===== src/rtl/square34_arbiter.sv =====
`default_nettype none
// ============================================================================
// Module   : square34_arbiter
// Purpose  : Round-robin arbiter sharing one external fixed-latency 34-bit
//            squarer among NUM_REQ requesters. One operand is accepted per
//            cycle. Results return in issue order, tagged by a shift register
//            that mirrors the squarer latency.
// Ports    : clk, reset (sync, active-high), pause (blocks new acceptances)
//            req_valid/req_data/req_ready  - per-requester operand handshake
//            sq_data_in/sq_data_out        - shared squarer operand/result
//            rsp_valid/rsp_data            - one-cycle result strobe + data
//            idle                          - nothing in flight or pending
//            issue_count/busy_count        - only with SQUARE34_ARB_PERF_EN
// Options  : SQUARE34_ARB_PERF_EN adds the two 32-bit performance counters.
// Revision : 1.0 - initial release
// ============================================================================
module square34_arbiter #(
    parameter int NUM_REQ = 4,
    parameter int SQ_LAT  = 3
) (
    input  logic                  clk,
    input  logic                  reset,
    input  logic                  pause,
    input  logic [NUM_REQ-1:0]    req_valid,
    input  logic [NUM_REQ*34-1:0] req_data,
    output logic [NUM_REQ-1:0]    req_ready,
    output logic [33:0]           sq_data_in,
    input  logic [67:0]           sq_data_out,
    output logic [NUM_REQ-1:0]    rsp_valid,
    output logic [67:0]           rsp_data,
    output logic                  idle
`ifdef SQUARE34_ARB_PERF_EN
    ,
    output logic [31:0]           issue_count,
    output logic [31:0]           busy_count
`endif
);

    localparam int             c_TAG_W   = (NUM_REQ > 1) ? $clog2(NUM_REQ) : 1;
    localparam logic [c_TAG_W:0] c_NUM_REQ = (c_TAG_W+1)'(NUM_REQ);

    // ------------------------------------------------------------------
    // State
    // ------------------------------------------------------------------
    logic [c_TAG_W-1:0] r_ptr;
    logic [33:0]        r_sq_data;
    logic [SQ_LAT:0]    r_pv;                 // in-flight valid per stage
    logic [c_TAG_W-1:0] r_ptag [0:SQ_LAT];    // requester tag per stage
    logic [NUM_REQ-1:0] r_rsp_valid;
    logic [67:0]        r_rsp_data;

    // ------------------------------------------------------------------
    // Grant selection: first valid index at or after the pointer, wrapping.
    // ------------------------------------------------------------------
    logic [c_TAG_W:0]   w_sum;
    logic [c_TAG_W:0]   w_gnext;
    logic [c_TAG_W-1:0] w_gidx;
    logic [c_TAG_W-1:0] w_ptr_nxt;
    logic               w_found;
    logic               w_accept;
    logic [33:0]        w_sel_data;
    logic               w_idle;

    always_comb begin
        w_sum   = '0;
        w_gidx  = '0;
        w_found = 1'b0;
        for (int k = 0; k < NUM_REQ; k++) begin
            // ptr + k never reaches 2*NUM_REQ, so a single subtract wraps it
            w_sum = {1'b0, r_ptr} + (c_TAG_W+1)'(k);
            if (w_sum >= c_NUM_REQ) begin
                w_sum = w_sum - c_NUM_REQ;
            end
            if (!w_found && req_valid[w_sum[c_TAG_W-1:0]]) begin
                w_found = 1'b1;
                w_gidx  = w_sum[c_TAG_W-1:0];
            end
        end
        w_accept = w_found && !pause && !reset;
    end

    always_comb begin
        w_gnext   = {1'b0, w_gidx} + (c_TAG_W+1)'(1);
        w_ptr_nxt = (w_gnext == c_NUM_REQ) ? '0 : w_gnext[c_TAG_W-1:0];
    end

    always_comb begin
        w_sel_data = '0;
        for (int k = 0; k < NUM_REQ; k++) begin
            if (w_gidx == c_TAG_W'(k)) begin
                w_sel_data = req_data[k*34 +: 34];
            end
        end
    end

    assign req_ready = w_accept ? (NUM_REQ'(1) << w_gidx) : '0;

    // ------------------------------------------------------------------
    // Issue register, in-flight tracking and response register.
    // Stage k of r_pv is valid k+1 cycles after acceptance; the last stage
    // lines up with sq_data_out for that operand.
    // ------------------------------------------------------------------
    always_ff @(posedge clk) begin
        if (reset) begin
            r_ptr       <= '0;
            r_sq_data   <= '0;
            r_pv        <= '0;
            r_rsp_valid <= '0;
            r_rsp_data  <= '0;
        end else begin
            if (w_accept) begin
                r_ptr     <= w_ptr_nxt;
                r_sq_data <= w_sel_data;
            end
            r_pv[0] <= w_accept;
            for (int k = 1; k <= SQ_LAT; k++) begin
                r_pv[k] <= r_pv[k-1];
            end
            r_rsp_valid <= r_pv[SQ_LAT] ? (NUM_REQ'(1) << r_ptag[SQ_LAT]) : '0;
            if (r_pv[SQ_LAT]) begin
                r_rsp_data <= sq_data_out;
            end
        end
    end

    // Tags carry no meaning without their valid bit, so they need no reset.
    always_ff @(posedge clk) begin
        r_ptag[0] <= w_gidx;
        for (int k = 1; k <= SQ_LAT; k++) begin
            r_ptag[k] <= r_ptag[k-1];
        end
    end

    assign w_idle     = (r_pv == '0) && (r_rsp_valid == '0);
    assign idle       = w_idle;
    assign sq_data_in = r_sq_data;
    assign rsp_valid  = r_rsp_valid;
    assign rsp_data   = r_rsp_data;

`ifdef SQUARE34_ARB_PERF_EN
    // ------------------------------------------------------------------
    // Performance counters (free-running, wrap at 2^32)
    // ------------------------------------------------------------------
    logic [31:0] r_issue_cnt;
    logic [31:0] r_busy_cnt;

    always_ff @(posedge clk) begin
        if (reset) begin
            r_issue_cnt <= '0;
            r_busy_cnt  <= '0;
        end else begin
            if (w_accept) begin
                r_issue_cnt <= r_issue_cnt + 32'd1;
            end
            if (!w_idle) begin
                r_busy_cnt <= r_busy_cnt + 32'd1;
            end
        end
    end

    assign issue_count = r_issue_cnt;
    assign busy_count  = r_busy_cnt;
`endif

endmodule
`default_nettype wire


===== config.mk =====
export PLATFORM = sky130hd
export DESIGN_NAME = square34_arbiter
export DESIGN_NICKNAME = d
export VERILOG_FILES = /design/src/rtl/square34_arbiter.sv
export SDC_FILE = /design/constraint.sdc
export NUM_CORES = 1
export LEC_CHECK = 0
export CORE_ASPECT_RATIO = 0.75
export CORE_MARGIN = 2
export CORE_UTILIZATION = 34
export CTS_CLUSTER_DIAMETER = 100
export DETAILED_ROUTE_END_ITERATION = 16
export GPL_ROUTABILITY_DRIVEN = 0
export PLACE_DENSITY = 0.78
export SLEW_MARGIN = 5
export SYNTH_ARGS = -nofsm -noshare
export SYNTH_HDL_FRONTEND = slang
export SYNTH_SLANG_ARGS = --single-unit

===== constraint.sdc =====
create_clock -name clk -period 1.9 [get_ports clk]
set_input_delay 0.19 -clock clk [delete_from_list [all_inputs] [get_ports clk]]
set_output_delay 0.19 -clock clk [all_outputs]
set_load 0.01 [all_outputs]

==> impl_metrics.toml <==
[worst_setup_path]
cp.arrival_ns = 1.82
path_class = "flop to output port"
crit_slowest_cell = "dfxtp_4"
cp-start-kind = "flop"
cp_max_fo = 3
required_ns = 1.71
crit_path_frequent_cell = "buf_6"
end_kind = "output port"
path_cells = "buf_6 -> a21boi_4 -> o22a_1 -> buf_6 -> ha_4 -> and3_4 -> buf_6"
critPathMaxStageDelay_ns = 0.37

[synth]
syn-num-nets = 841
seq_area_frac_synth = 0.4553
yosys_register_bits = 120
yosys_warnings = 0
synth_area_sq_um = 5276
avgSynthCellArea_sq_um = 8.429
netlist_instances = 626
synth.distinct_cells = 28

[finish]
synthToLayoutAreaGrowth_pct = 90.96
multiInputGateArea_sq_um = 2835
final_cell_mix = "clkdlybuf4s50_1, dfxtp_1, a21oi_1, nor2_1, mux2i_1"
layout.area.seq_sq_um = 2411
fill_cells = 1216
final_common_cell = "clkdlybuf4s50_1"
drive_gt1_frac = 0.1631
nNetsFinal = 1171

[sta]
maxSlewViolCount = 0
max_freq_ghz = 0.4982
rsz0062_at_grt = "yes"
finClkSkew_ns = 0.01075
fin_crit_ns = 2.007
finalSetupViolations = 30
finalCritPeriodShare = 1.056
totalNegativeSetupSlack_ns = -1.245
slew_headroom = 0.4895
post-route-worst-setup-slack_ns = -0.1072
hold_viol_final = 0
tightest_slew_ns = 0.7658

[die]
initial_utilization = 0.3466
ios = 322
core_area_sq_um = 15220
die_w_um = 147.8
die-area_sq_um = 16540
die_h_um = 111.9
placementRows = 39

[grt]
antenna_found_initial = 1
grt_max_degree = 77
grt_pass1_wl_um = 28260
overflow = 0
first_global_vias = 5433
grt_usage = 0.2149

[power]
comb_power_share = 0.264
switchingPower_uw = 2214
seqPwrFrac = 0.327
powerDensity_nw_per_um2 = 823.6
swShare = 0.2668
p_int_uw = 6084
p_leak_uw = 0.003819
clock_power_share = 0.410
ir_drop_v = 0.0007879
total_power_uw = 8299

[routing]
via_count = 5785
drc_errors = 0
ant_nets = 0
vias_per_cell = 4.923
wl_per_cell_um = 16.15
drtPass1Iterations = 4
wirelength_um = 18980
drtIter0Drc = 314

[status]
status = "finished with violations"
violations = "negative setup slack"

[clocking]
root_buffer = "clkbuf_16"
clockBufferDepth = 2
htreeDepth = 4
clock_sinks = 120
cts_buffers = 17
clock_latency_ns = 0.40
path_clk_slew_ns = 0.06
cts_tree = "yes"
postCtsHoldBufs = 0

[hold_path]
holdCritPathClass = "flop to flop"

[place]
port_buffers = 321
dpl.hpwl_um = 12950

[run]
drv_cap = 0
==> worst max-delay path: cells and delay by family, from the launching register on <==
| kind | cells | cell delay, ns |
|---|---|---|
| flip-flops | 1 | 0.37 |
| buffers and inverters | 3 | 0.36 |
| AO/OA/AOI/OAI | 2 | 0.36 |
| AND/OR/NAND/NOR | 1 | 0.18 |
| adder cells (fa/ha/maj) | 1 | 0.14 |
==> metrics by stage <==
stage / hold slack [ns] / worst slack (ns) / util / instance area (sq um) / cells
finish: 0.3209 / -0.1072 / 0.6618 / 10080 / 1175
global route: 0.3300 / -0.1934 / 0.6618 / 10080 / 1175
detailed placement: 0.3121 / -0.5851 / 0.5764 / 8776 / 1128
CTS: 0.3247 / -0.1023 / 0.6438 / 9802 / 1171
floorplan: 0.2657 / 0.02479 / - / 5276 / 626
global placement: 0.3125 / -0.5468 / 0.5764 / 8776 / 1128
==> power by group through the flow <==
stage | clock, uW | combinational, uW | sequential [uW]
finish | 3400 | 2190 | 2710
global route | 3610 | 2350 | 2730
CTS | 3490 | 1990 | 2710
detailed placement | 0 | 1680 | 2760
global placement | 0 | 1670 | 2760
floorplan | 0 | 733 | 2800
==> Yosys cell counts (all sizes together) <==
| cell type | n | area share |
|---|---|---|
| nor4b | 1 | 0.0017 |
| and4 | 1 | 0.0017 |
| and3 | 4 | 0.0047 |
| nor4bb | 2 | 0.0038 |
| o21ai | 69 | 0.065 |
| nand2 | 38 | 0.027 |
| o22a | 1 | 0.0017 |
| clkbuf | 22 | 0.016 |
| a21boi | 1 | 0.0014 |
| buf | 34 | 0.039 |
| or4 | 2 | 0.0028 |
| a21o | 1 | 0.0014 |
| dfxtp | 120 | 0.46 |
| o221ai | 1 | 0.0028 |
| ha | 4 | 0.0095 |
| mux2i | 68 | 0.13 |
| o22ai | 1 | 0.0012 |
| inv | 37 | 0.026 |
| nor2 | 73 | 0.052 |
| nor2b | 6 | 0.0071 |
| o221a | 1 | 0.0021 |
| a22oi | 34 | 0.048 |
| a21oi | 105 | 0.10 |
==> per-layer routing <==
metal,part of all wire,wire length (um),GRT usage
met2,0.47,8999,0.3547
met3,0.071,1355,0.05246
met4,0.021,406,0.07746
met1,0.43,8214,0.2745
met5,0,0,0
==> final timing paths <==
| path | startpoint | endpoint | slack (ns) | cells past startpoint |
|---|---|---|---|---|
| min | r_ptag[0][0] | r_ptag[1][0] | 0.32 | 0 |
| max reg2reg | r_ptr[0] | sq_data_in[28] | -0.06 | 12 |
| max | r_ptr[0] | req_ready[3] | -0.11 | 7 |
| min reg2reg | r_ptag[0][0] | r_ptag[1][0] | 0.32 | 0 |
==> cells by family (layout without fill, tap and decap cells) <==
kind of cell	after synthesis	after routing	share of synthesized area
muxes	68	68	0.1290
DFF	120	120	0.4553
and+or+nand+nor	127	127	0.1008
other	0	1	0
adders and majority gates	4	4	0.009486
AOI/OAI and AO/OA	214	214	0.2248
buffers and inverters	93	436	0.08062
==> registers in the layout (all words and copies together) (netlist names) <==
register	count
sq_data_in	34
rsp_valid	4
r_ptr	2
rsp_data	68
r_pv	4
r_ptag	8
==> area by class of cell <==
type                    count  area share
flip-flops and latches    120      0.2393
multi-input cells         413      0.2814
well taps                 205     0.02546
clock buffers              18     0.04259
clock inverters            14     0.01962
diodes                      1   0.0002484
inverters                  37     0.01403
repair buffers            367      0.3774
==> what timing repair did <==
item,CTS,global route
buffers inserted,7,0
setup endpoints to repair,39,39
resized for setup,111,47
gates cloned,4,3
pin swaps,38,30
endpoints found under the hold margin,0,0
No activity file was read; power rests on OpenSTA's default activity.
